`config.mk`:
```
export PLATFORM = sky130hd
export DESIGN_NAME = scan_chain_driver
export DESIGN_NICKNAME = d
export VERILOG_FILES = /design/src/rtl/scan_chain_driver.sv
export SDC_FILE = /design/constraint.sdc
export NUM_CORES = 1
export LEC_CHECK = 0
export CAP_MARGIN = 20
export CELL_PAD_IN_SITES_DETAIL_PLACEMENT = 0
export CELL_PAD_IN_SITES_GLOBAL_PLACEMENT = 1
export CORE_MARGIN = 2
export CORE_UTILIZATION = 41
export CTS_BUF_LIST = sky130_fd_sc_hd__clkbuf_8 sky130_fd_sc_hd__clkbuf_16
export DETAILED_ROUTE_END_ITERATION = 12
export GPL_ROUTABILITY_DRIVEN = 0
export PLACE_DENSITY = 0.83
export SLEW_MARGIN = 20
export SYNTH_ARGS = -nofsm -noshare
export SYNTH_HDL_FRONTEND = slang
export SYNTH_SLANG_ARGS = --single-unit
```
`constraint.sdc`:
```
create_clock -name clk -period 3.52 [get_ports clk]
set_clock_uncertainty 0.2 [all_clocks]
set_input_delay 0.352 -clock clk [delete_from_list [all_inputs] [get_ports clk]]
set_output_delay 0.352 -clock clk [all_outputs]
set_load 0.05 [all_outputs]
```
`src/rtl/scan_chain_driver.sv`:
```
// Tester-side scan chain controller: shifts a pattern into the chain MSB first
// on SE pulses, unloads the previous contents from SO, and compares them with an expected word.
module scan_chain_driver #(
    parameter int CHAIN_LEN = 4,
    parameter int CNT_W     = 2
) (
    input  logic                 clk,
    input  logic                 rst_n,
    input  logic                 start,
    input  logic [CHAIN_LEN-1:0] pattern,
    input  logic [CHAIN_LEN-1:0] expected,
    input  logic                 SO,
    output logic                 SE,
    output logic                 SI,
    output logic                 busy,
    output logic                 done,
    output logic [CHAIN_LEN-1:0] unload,
    output logic                 pass
);

    typedef enum logic [1:0] {
        IDLE,
        SETUP,
        PULSE,
        CHECK
    } state_t;

    state_t               state;
    logic [CNT_W-1:0]     cnt;
    logic [CNT_W-1:0]     cnt_dec;
    logic [CHAIN_LEN-1:0] pattern_reg;
    logic [CHAIN_LEN-1:0] expected_reg;

    assign cnt_dec = cnt - 1'b1;

    // NOTE: SE comes straight from a flop (never from decoded state) so the
    // chain's shift clock cannot glitch; all state uses non-blocking updates.
    always_ff @(posedge clk or negedge rst_n) begin
        if (!rst_n) begin
            state        <= IDLE;
            cnt          <= '0;
            pattern_reg  <= '0;
            expected_reg <= '0;
            SE           <= 1'b0;
            SI           <= 1'b0;
            busy         <= 1'b0;
            done         <= 1'b0;
            unload       <= '0;
            pass         <= 1'b0;
        end else begin
            done <= 1'b0;
            case (state)
                IDLE: begin
                    SE   <= 1'b0;
                    busy <= 1'b0;
                    if (start) begin
                        pattern_reg  <= pattern;
                        expected_reg <= expected;
                        cnt          <= CNT_W'(CHAIN_LEN - 1);
                        unload       <= '0;
                        pass         <= 1'b0;
                        busy         <= 1'b1;
                        SI           <= pattern[CHAIN_LEN-1];
                        state        <= SETUP;
                    end
                end
                SETUP: begin
                    // SO still shows the bit that the coming SE edge shifts out
                    unload <= {unload[CHAIN_LEN-2:0], SO};
                    SE     <= 1'b1;
                    state  <= PULSE;
                end
                PULSE: begin
                    SE <= 1'b0;
                    if (cnt == '0) begin
                        busy  <= 1'b0;
                        done  <= 1'b1;
                        pass  <= (unload == expected_reg);
                        state <= CHECK;
                    end else begin
                        cnt   <= cnt_dec;
                        SI    <= pattern_reg[cnt_dec];
                        state <= SETUP;
                    end
                end
                CHECK: begin
                    state <= IDLE;
                end
                default: state <= IDLE;
            endcase
        end
    end

endmodule

```
==> flow_metrics.tcl, run 1 <==
set metrics [dict create \
    status "finished, final reports clean" \
    synthAdderAreaFrac_pct 1.33 \
    viasPerCell 4.94 \
    tightest_slew_ns 0.904 \
    setup_ws_ns 1.47 \
    max-clock-path-buffers 2 \
    io_pins 21 \
    post-route-min-period_ns 2.05 \
    cts.repair.resized 0 \
    postCtsSetupBuffers 0 \
    syn_inst 73 \
    synth_compound_area_share_pct 9.05 \
    cts.htree.levels 1 \
    antenna_cells 0 \
    ys_ff_latch 21 \
    worstPathRequired_ns 2.97 \
    start_kind "flip-flop" \
    core-area_mm2 0.00219 \
    start_util_pct 42.9 \
    cpMaxStageDelayCell "clkdlybuf4s50_1" \
    syn_nets 86 \
    drtIter0Drc 5 \
    power.total_mw 1.10 \
    die-area_mm2 0.00269 \
    cp-end-kind "output port" \
    row_count 17 \
    port_buffers 20 \
    synthXorXnorAreaFrac_pct 3.73 \
    finish.utilization_pct 54.5 \
    clock_sink_count 21 \
    cp.arrival_ns 1.50 \
    power.leakage_nw 0.526 \
    place_area_mm2 0.00115 \
    top_usage_layer "met2" \
    critPathMaxFanout 4 \
    crit_buf_inv 1 \
    cts-buffers-inserted 3 \
    dp_cells 118 \
    synth_mux_area_share_pct 15.3 \
    synth-simple-area-share_pct 10.3 \
    place_ws_ns 1.30 \
    hold_violations 0 \
    worstHoldStart "pattern_reg[2]" \
    setup_viol 0 \
    postRouteAntennaNets 0 \
    grtUsageTotal_pct 14.2 \
    min_to "pattern_reg[2]" \
    clock_tree.root_cell "clkbuf_8" \
    ys.flop_type "dfrtp_1" \
    min_path_cells 1 \
    seq_area_um2 526 \
    ir_worst_vdd_mv 0.499 \
    grt_start_max_net_pins 22 \
    rr_endpoint "expected_reg[0]" \
    synth_top_family_by_area "multiplexers" \
    cts_tree "done" \
    post-route-drc-count 0 \
    ctsHoldBuffers 0 \
    tns_ns 0 \
    stdcell_area_mm2 0.00119 \
    grt_pass1_wl_um 2720 \
    postRouteWirelength_um 1510 \
    drv_cap 0 \
    critPathTopFamily "buffers and inverters" \
    fp.dieW_um 51.9 \
    vias 603 \
    r2r_start "state[1]" \
    nFillCells 196 \
    grt_pass1_vias 607 \
    area_delta_synth_final_pct 27.0 \
    worstSkewPairLatency_ns 0.26 \
    grt_overflow 0 \
    post-route-period-util_pct 58.3 \
    antenna_found_initial 0 \
    slew_headroom_pct 39.6 \
    multi_input_area_um2 373 \
    fmax_mhz 488 \
    r2r_cells 2 \
    avgSynthCellArea_um2 12.9 \
    layout_commonest_cell "dfrtp_1" \
    synth_edf_count 0 \
    crit_path_cell_trace "clkdlybuf4s50_1" \
    hold_class "flip-flop to flip-flop" \
    rsz0062_at_grt "false" \
    final_cells 122 \
    slew_violations 0 \
    async_flop_share_pct 100 \
    dieHeight_um 51.9 \
    final_cell_mix "dfrtp_1 (21), clkdlybuf4s50_1 (20), mux2_1 (8), inv_1 (5), nand2b_1 (5)" \
    layout-drive-gt1-share_pct 7.45 \
    firstDrtPassIters 2 \
    p_per_area_mw_per_mm2 921 \
    crit_type "flip-flop to output port" \
    syn_area_um2 940 \
    dp_hpwl_um 1150 \
    use_met3_pct 2.59 \
    cp_slowest_stage_delay_ns 0.83 \
    nNetsFinal 108 \
    yosys_warnings 0 \
    grt_util_met2_pct 21.7 \
    synth_cell_types 25 \
    wl_per_cell_um 12.4 \
    r2r_setup_slack_ns 1.64 \
    ys_seq_area_share_pct 55.9 \
    clk_pin_slew_ns 0.07 \
    use_met1_pct 17.8 \
    hold_slack_ns 0.290 \
]
[cell usage after synthesis (all sizes together) (2+ instances only)]
library cell / n / share of area (%)
a22o: 4 / 3.7
buf: 3 / 2.8
dfrtp: 21 / 56
inv: 4 / 1.6
mux2: 11 / 13
mux2i: 2 / 2.1
nand2: 2 / 0.80
nand2b: 5 / 3.3
nand3b: 2 / 1.6
nor2: 3 / 1.2
xnor2: 4 / 3.7
[cells by family (layout without fill, tap and decap cells)]
| logic type | Yosys count | count (layout) |
|---|---|---|
| adders and majority gates | 1 | 1 |
| and+or+nand+nor | 16 | 16 |
| muxes | 13 | 13 |
| buffers and inverters | 7 | 28 |
| xor gates and xnor gates | 4 | 4 |
| AOI/OAI and AO/OA | 11 | 11 |
| DFF | 21 | 21 |
[how the worst max path moves through the flow]
stage	slack [ns]	start	depth (start not counted)	to
2_1_floorplan	1.87	cnt[0]	5	SI
3_3_place_gp	1.35	start	3	pattern_reg[1]
3_5_place_dp	1.30	start	3	pattern_reg[1]
4_1_cts	1.46	unload[0]	1	unload[0]
5_1_grt	1.40	unload[1]	1	unload[1]
6_report	1.47	unload[1]	1	unload[1]
[layout make-up]
| cell class | count | area share [%] |
|---|---|---|
| Clock inverter | 1 | 0.314 |
| Tap cell | 28 | 2.94 |
| Timing Repair Buffer | 20 | 16.8 |
| Inverter | 4 | 1.26 |
| Clock buffer | 3 | 3.46 |
| Sequential cell | 21 | 44.0 |
| Multi-Input combinational cell | 45 | 31.2 |
[power breakdown]
part	leakage (nW)	internal (mW)	switching (mW)	total, mW
Clock	0.0269	0.0775	0.0709	0.148
Combinational	0.243	0.243	0.262	0.505
Sequential	0.256	0.348	0.0981	0.446
[metal layers]
layer | up-vias | part of all wire, %
li1 | 294 | -
met5 | - | 0
met4 | 0 | 2.8
met1 | 293 | 47
met3 | 4 | 3.3
met2 | 12 | 47
Power figures use the tool's default switching activity.
==> inputs of run 2 (changes only) <==
Settings changed: CORE_UTILIZATION 41 to 38, PLACE_DENSITY 0.83 to 0.78.
Clock period 3.52 ns to 1.9 ns, I/O delays scaled along.
==> run 2 against run 1 <==
Effect of this change: routed wire length up 0.66%; sequential power is 82% higher; combinational power grew 92%; sequential share of layout area fell by 0.64 points; first-iteration DRC count up 60%; utilization fell by 4.2 points; largest cell class unchanged; clock power is 89% higher.
==> flow_metrics.tcl, run 2 (synthesized netlist as in run 1, its figures left out) <==
set metrics [dict create \
    status "finished, final reports clean" \
    grt_pass1_wl_um 2440 \
    setup_ws_ns 0.0916 \
    area_delta_synth_final_pct 28.9 \
    grt_overflow 0 \
    ir_worst_vdd_mv 0.965 \
    die-area_mm2 0.00289 \
    fp.dieW_um 53.7 \
    grt_pass1_vias 540 \
    dieHeight_um 53.7 \
    nNetsFinal 112 \
    max-clock-path-buffers 2 \
    dp_hpwl_um 1180 \
    cts_tree "done" \
    cts-buffers-inserted 3 \
    cp-end-kind "output port" \
    p_per_area_mw_per_mm2 1700 \
    drv_cap 0 \
    hold_class "input pin to async pin" \
    cts.repair.resized 0 \
    final_cell_mix "dfrtp_1 (21), clkdlybuf4s50_1 (14), buf_4 (10), mux2_1 (8)" \
    r2r_setup_slack_ns 0.19 \
    postRouteAntennaNets 0 \
    antenna_found_initial 0 \
    start_util_pct 39.0 \
    slew_headroom_pct 67.3 \
    stdcell_area_mm2 0.00121 \
    post-route-drc-count 0 \
    fmax_mhz 553 \
    rsz0062_at_grt "false" \
    cts.htree.levels 1 \
    tightest_slew_ns 0.488 \
    layout-drive-gt1-share_pct 17.3 \
    io_pins 21 \
    postCtsSetupBuffers 0 \
    power.leakage_nw 0.555 \
    viasPerCell 4.73 \
    crit_buf_inv 1 \
    grt_start_max_net_pins 22 \
    hold_slack_ns 0.0673 \
    vias 606 \
    slew_violations 0 \
    clock_tree.root_cell "clkbuf_8" \
    cp.arrival_ns 1.42 \
    wl_per_cell_um 11.9 \
    ctsHoldBuffers 0 \
    critPathTopFamily "buffers and inverters" \
    post-route-period-util_pct 95.2 \
    grtUsageTotal_pct 12.1 \
    tns_ns 0 \
    start_kind "flip-flop" \
    worstSkewPairLatency_ns 0.26 \
    worstPathRequired_ns 1.51 \
    firstDrtPassIters 4 \
    place_ws_ns 0.132 \
    critPathMaxFanout 2 \
    clk_pin_slew_ns 0.07 \
    antenna_cells 0 \
    core-area_mm2 0.00241 \
    drtIter0Drc 8 \
    crit_path_cell_trace "clkdlybuf4s50_1" \
    cp_slowest_stage_delay_ns 0.80 \
    post-route-min-period_ns 1.81 \
    layout_commonest_cell "dfrtp_1" \
    place_area_mm2 0.00117 \
    setup_viol 0 \
    port_buffers 20 \
    postRouteWirelength_um 1520 \
    hold_violations 0 \
    clock_sink_count 21 \
    crit_type "flip-flop to output port" \
    row_count 18 \
    cpMaxStageDelayCell "clkdlybuf4s50_1" \
]
## run 2: cell count changes in the layout (fill, tap and decap cells not counted)
cell / previous run / this run
clkdlybuf4s50_1: 20 / 14
buf_4: 0 / 10
## run 2: area by class of cell
| cell class | instances | area, µm² |
|---|---|---|
| fill | 224 | 1200 |
| clock inverter | 1 | 3.75 |
| clock buffer | 3 | 41.3 |
| tap | 30 | 37.5 |
| inverter | 4 | 15.0 |
| multi-input combinational | 45 | 373 |
| timing repair buffer | 24 | 215 |
| sequential | 21 | 526 |
## run 2: power breakdown
part           internal (mW)  leakage [nW]  switching [mW]
clock                  0.144        0.0269           0.136
sequential             0.644         0.256           0.169
combinational          0.462         0.272           0.509
## run 2: final timing paths
path,from,end,cells past startpoint
min in group clk,busy,busy,1
worst min register to register,busy,busy,1
worst max register to register,cnt[0],SI,5
worst min-delay path,rst_n,pattern_reg[3],2
worst max-delay path,pass,pass,1
max in group asynchronous,rst_n,unload[0],2
## run 2: layer usage
metal	track usage (%)	wire length (µm)	share of wire (%)	vias to the layer above
li1	-	-	-	300
met3	2.50	64	4.2	4
met1	16.1	725	48	291
met2	17.9	704	46	11
met5	0	0	0	-
met4	7.69	29	1.9	0
## run 2: metrics by stage
stage,power [mW],utilization (%),std cells
after floorplan,1.55,-,73
after global placement,1.79,48.4,124
after detailed placement,1.81,48.4,124
after CTS,2.10,50.3,128
after global routing,2.20,50.3,128
final,2.06,50.3,128
